**src/rtl/mem_rd_stream.sv**
```systemverilog
// mem_rd_stream: raster-order frame reader on the read port of a single-port memory.
// On start, it scans IMG_W x IMG_H pixels beginning at base_addr. It streams them out as
// valid/ready beats with end-of-row and end-of-frame markers. A registered output stage
// decouples the memory's combinational read path from the downstream consumer.
//
// Ports:
//   clk, rst        - clock and synchronous active-high reset
//   start           - begin a frame scan (only honoured while idle)
//   base_addr       - first pixel address, latched when start is accepted
//   busy            - scan in progress (RUN or DRAIN)
//   done            - one-cycle pulse after the final beat is accepted
//   rd_addr, rd_en  - memory read address and strobe
//   rd_data         - memory read data, combinational in rd_addr
//   out_data        - pixel stream data
//   out_valid       - pixel stream valid
//   out_ready       - pixel stream ready
//   out_eol/out_eof - beat is the last pixel of its row / of the frame
module mem_rd_stream #(
    parameter int unsigned ADDRW = 10,
    parameter int unsigned DATAW = 8,
    parameter int unsigned IMG_W = 32,
    parameter int unsigned IMG_H = 32
) (
    input  logic             clk,
    input  logic             rst,
    input  logic             start,
    input  logic [ADDRW-1:0] base_addr,
    output logic             busy,
    output logic             done,
    output logic [ADDRW-1:0] rd_addr,
    output logic             rd_en,
    input  logic [DATAW-1:0] rd_data,
    output logic [DATAW-1:0] out_data,
    output logic             out_valid,
    input  logic             out_ready,
    output logic             out_eol,
    output logic             out_eof
);

    localparam int unsigned COLW = (IMG_W > 1) ? $clog2(IMG_W) : 1;
    localparam int unsigned ROWW = (IMG_H > 1) ? $clog2(IMG_H) : 1;

    // A frame larger than the address space would alias pixels onto each other.
    if ((IMG_W < 1) || (IMG_H < 1) ||
        (longint'(IMG_W) * longint'(IMG_H) > (longint'(1) << ADDRW))) begin : g_size_check
        $fatal(1, "mem_rd_stream: IMG_W*IMG_H must be in 1..2**ADDRW");
    end

    typedef enum logic [1:0] {StIdle, StRun, StDrain} state_e;

    state_e           state_q, state_d;
    logic [ADDRW-1:0] addr_q,  addr_d;
    logic [COLW-1:0]  col_q,   col_d;
    logic [ROWW-1:0]  row_q,   row_d;
    logic [DATAW-1:0] data_q,  data_d;
    logic             valid_q, valid_d;
    logic             eol_q,   eol_d;
    logic             eof_q,   eof_d;
    logic             done_q,  done_d;

    logic load;
    logic last_col;
    logic last_row;

    assign last_col = (32'(col_q) == IMG_W - 1);
    assign last_row = (32'(row_q) == IMG_H - 1);

    // The output register can take a new pixel when empty or being drained this cycle.
    assign load = (state_q == StRun) && (!valid_q || out_ready);

    always_comb begin
        state_d = state_q;
        addr_d  = addr_q;
        col_d   = col_q;
        row_d   = row_q;
        data_d  = data_q;
        valid_d = valid_q;
        eol_d   = eol_q;
        eof_d   = eof_q;
        done_d  = 1'b0;

        unique case (state_q)
            StIdle: begin
                if (start) begin
                    state_d = StRun;
                    addr_d  = base_addr;
                    col_d   = '0;
                    row_d   = '0;
                end
            end
            StRun: begin
                if (load) begin
                    data_d  = rd_data;
                    valid_d = 1'b1;
                    eol_d   = last_col;
                    eof_d   = last_col && last_row;
                    addr_d  = addr_q + ADDRW'(1);
                    if (last_col) begin
                        col_d = '0;
                        row_d = row_q + ROWW'(1);
                        if (last_row) begin
                            state_d = StDrain;
                        end
                    end else begin
                        col_d = col_q + COLW'(1);
                    end
                end
            end
            StDrain: begin
                if (valid_q && out_ready) begin
                    valid_d = 1'b0;
                    done_d  = 1'b1;
                    state_d = StIdle;
                end
            end
            default: begin
                state_d = StIdle;
            end
        endcase
    end

    always_ff @(posedge clk) begin
        if (rst) begin
            state_q <= StIdle;
            addr_q  <= '0;
            col_q   <= '0;
            row_q   <= '0;
            data_q  <= '0;
            valid_q <= 1'b0;
            eol_q   <= 1'b0;
            eof_q   <= 1'b0;
            done_q  <= 1'b0;
        end else begin
            state_q <= state_d;
            addr_q  <= addr_d;
            col_q   <= col_d;
            row_q   <= row_d;
            data_q  <= data_d;
            valid_q <= valid_d;
            eol_q   <= eol_d;
            eof_q   <= eof_d;
            done_q  <= done_d;
        end
    end

    assign busy      = (state_q != StIdle);
    assign done      = done_q;
    assign rd_en     = load;
    assign rd_addr   = (state_q == StRun) ? addr_q : '0;
    assign out_data  = data_q;
    assign out_valid = valid_q;
    assign out_eol   = eol_q;
    assign out_eof   = eof_q;

endmodule

```
**config.mk**
```make
export PLATFORM = sky130hd
export DESIGN_NAME = mem_rd_stream
export DESIGN_NICKNAME = d
export VERILOG_FILES = /design/src/rtl/mem_rd_stream.sv
export SDC_FILE = /design/constraint.sdc
export NUM_CORES = 1
export LEC_CHECK = 0
export ABC_CLOCK_PERIOD_IN_PS = 1600
export CAP_MARGIN = 40
export CELL_PAD_IN_SITES_DETAIL_PLACEMENT = 1
export CELL_PAD_IN_SITES_GLOBAL_PLACEMENT = 2
export CORE_ASPECT_RATIO = 0.75
export CORE_MARGIN = 3
export CORE_UTILIZATION = 24
export DETAILED_ROUTE_END_ITERATION = 10
export PLACE_DENSITY_LB_ADDON = 0.15
export SYNTH_ARGS = -nofsm -noshare
export SYNTH_HDL_FRONTEND = slang
export SYNTH_SLANG_ARGS = --single-unit
```
**constraint.sdc**
```tcl
create_clock -name clk -period 1.6 [get_ports clk]
set_input_delay 0.24 -clock clk [delete_from_list [all_inputs] [get_ports clk]]
set_output_delay 0.24 -clock clk [all_outputs]
set_load 0.05 [all_outputs]
```
==> flow_summary.toml <==
[place]
placed_cells = 373
hpwl_mm = 4.07
port_buffers = 45
post-place-ws_ns = -0.269
place_congestion = 0.781

[worst_setup_path]
startpoint_type = "flop"
rr_endpoint = "addr_q[9]"
cp_max_fo = 7
critPathTopFamily = "simple AND/OR/NAND/NOR gates"
crit_path_cell_trace = "buf_6, and3b_2, or2_1, or4_4, a31oi_4"
critPathKind = "flop to flop"
slowest_stage = "or4_4"
slowest_delay_ns = 0.43
critical_path_buf_inv_count = 1
r2r_start = "state_q[0]"
end_kind = "flop"
rr_worst_depth = 5
critPathArrivalTime_ns = 1.81
critPathRequiredTime_ns = 1.82
rrSetupSlack_ns = 0.005

[power_and_ir_drop]
power.total_mw = 2.15
pwr-share-comb = 0.280
cellLeakagePower_nw = 1.15
pwr_density_cell_mw_per_mm2 = 755
power_frac_clock = 0.289
p_sw_mw = 0.659
p_int_mw = 1.49
netSwitchingFraction = 0.307
vdd_ir_drop_max_v = 0.000318
seqPwrFrac = 0.430

[floorplanning]
start_util = 0.259
chipWidth_um = 103
die_height_um = 79.1
core_region_area_mm2 = 0.00660
io_pins = 46
fp-row-count = 25
die-area_mm2 = 0.00817

[synthesis]
synth-edff-count = 0
synthesis.nets = 239
synth_cell_type_count = 41
netlist_area_mm2 = 0.00171
ys_seq_area_frac = 0.399
synthFlopType = "dfxtp_1"
synth-seq-cells = 34
postSynthCellCount = 212
syn_avg_cell_area_um2 = 8.06
yosysWarnings = 0
synthArstFlopShare = 0

[finish]
fin_util = 0.431
layout-drive-gt1-share = 0.358
nNetsFinal = 319
final_cells = 387
num_antenna_cells = 0
area_delta_synth_final_pct = 66.7

[hold_path]
min_to = "done"
hold_path_class = "input pin to flop"
min_from = "out_ready"
worstHoldPathCells = 2

[sta]
setup_ws_ns = 0.00521
worstMarginPinSlew_ns = 0.358
fin_crit_ns = 1.59
finalSetupTns_ns = 0
finClkSkew_ns = 0.00816
setup_violations = 0
hold_viol = 0
grt_setup_unrepaired = "yes"
fmax_mhz = 627
finalCritPeriodShare = 0.997
slew_violations = 0
maxSlewHeadroom = 0.758

[grt]
globalRouteTotalUtil = 0.140
grt_pass1_vias = 1756
antenna_found_initial = 0
grt_overflow = 0
grt_first_pass_wirelength_mm = 8.87
grt_max_degree = 24

[clock_tree]
cts_buffers = 5
clockBufferDepth = 2
htreeDepth = 2
clock_latency_ns = 0.29
cts_root_buffer = "clkbuf_8"
cts_sinks = 34
tritoncts = "done"
clkTransAtPathRegs_ns = 0.07

[routing]
wl_met2_mm = 2.32
drc_errors = 0
dr_wl_met3_um = 244
drt_iter0_drc = 55
wl_met1_mm = 2.90
drt-wirelength-per-cell_um = 14.3
drt-vias-per-instance = 4.59
vias = 1775
dr.pass1.iters = 4
highest_layer = "met4"
drtAntennaViolNets = 0
wl_mm = 5.52

[flow_run]
cap_violations = 0

[status]
status = "finished clean"
==> power by group through the flow <==
| stage | sequential [mW] | clock (mW) | combinational (mW) |
|---|---|---|---|
| CTS | 0.921 | 0.650 | 0.569 |
| global placement | 0.942 | 0 | 0.551 |
| floorplan | 0.994 | 0 | 0.220 |
| finish | 0.925 | 0.622 | 0.603 |
| global route | 0.932 | 0.692 | 0.651 |
| detailed placement | 0.944 | 0 | 0.554 |
==> cell families after synthesis <==
family / Yosys count / share of synthesized area
AO/OA/AOI/OAI: 48 / 0.167
XOR/XNOR: 4 / 0.0205
adder cells (fa/ha/maj): 5 / 0.0366
buffers and inverters: 18 / 0.0535
flip-flops: 34 / 0.399
multiplexers: 3 / 0.0183
AND/OR/NAND/NOR: 100 / 0.306
==> sequential cells by signal (all words and copies together) (netlist names) <==
register	count
col_q	5
row_q	5
out_eof	1
out_data	8
addr_q	10
state_q	2
out_eol	1
out_valid	1
done	1
==> cells in the mapped netlist (all sizes together), types with 5 or more instances <==
master / n / share of area
a21oi: 22 / 0.064
and2: 12 / 0.044
nor3: 8 / 0.026
clkbuf: 8 / 0.018
nand3: 8 / 0.023
nand2: 28 / 0.062
dfxtp: 34 / 0.40
nor2: 16 / 0.035
ha: 5 / 0.037
buf: 5 / 0.025
o21ai: 10 / 0.029
inv: 5 / 0.011
==> cell usage in the layout, fill, tap and decap left out, drive strengths merged, types with 4 or more instances in the layout <==
cell type      count
nand3              8
clkdlybuf4s50     20
o21ai             10
nor2              16
dfxtp             34
a21oi             22
ha                 5
nor3               8
nor2b              4
xnor2              4
clkbuf             8
inv                5
nand2             28
buf               65
and2              12
==> timing repair <==
action                     4_1_cts  5_1_grt
buffers inserted                 1        5
gates resized for setup         12       32
hold buffers                     0        0
pin swaps                        0        6
setup endpoints to repair       14       21
==> metal layers <==
| metal | up-vias | global-route usage |
|---|---|---|
| li1 | 905 | - |
| met1 | 834 | 0.203 |
| met2 | 31 | 0.200 |
| met3 | 5 | 0.0386 |
| met4 | 0 | 0.0388 |
| met5 | - | 0 |
==> final cells by class <==
| type | count | area [um^2] |
|---|---|---|
| clock buffer | 8 | 80.1 |
| inverter | 5 | 21.3 |
| sequential | 34 | 692 |
| fill | 779 | 3750 |
| timing repair buffer | 86 | 875 |
| tap | 94 | 118 |
| multi-input combinational | 160 | 1060 |
==> through the flow <==
step | hold slack, ns | cell area (um^2)
2_1_floorplan | 0.326 | 1720
3_3_place_gp | 0.444 | 2580
3_5_place_dp | 0.447 | 2580
4_1_cts | 0.401 | 2710
5_1_grt | 0.415 | 2850
6_report | 0.410 | 2850
==> how the worst max path moves through the flow <==
stage / from / end / slack, ns / cells past startpoint
2_1_floorplan: state_q[0] / addr_q[9] / -0.08 / 7
6_report: state_q[0] / addr_q[9] / 0.005 / 5
3_5_place_dp: out_ready / addr_q[9] / -0.27 / 5
4_1_cts: state_q[0] / addr_q[9] / -0.002 / 5
3_3_place_gp: out_ready / addr_q[9] / -0.21 / 5
5_1_grt: state_q[0] / addr_q[9] / -0.05 / 5
Power figures use the tool's default switching activity.
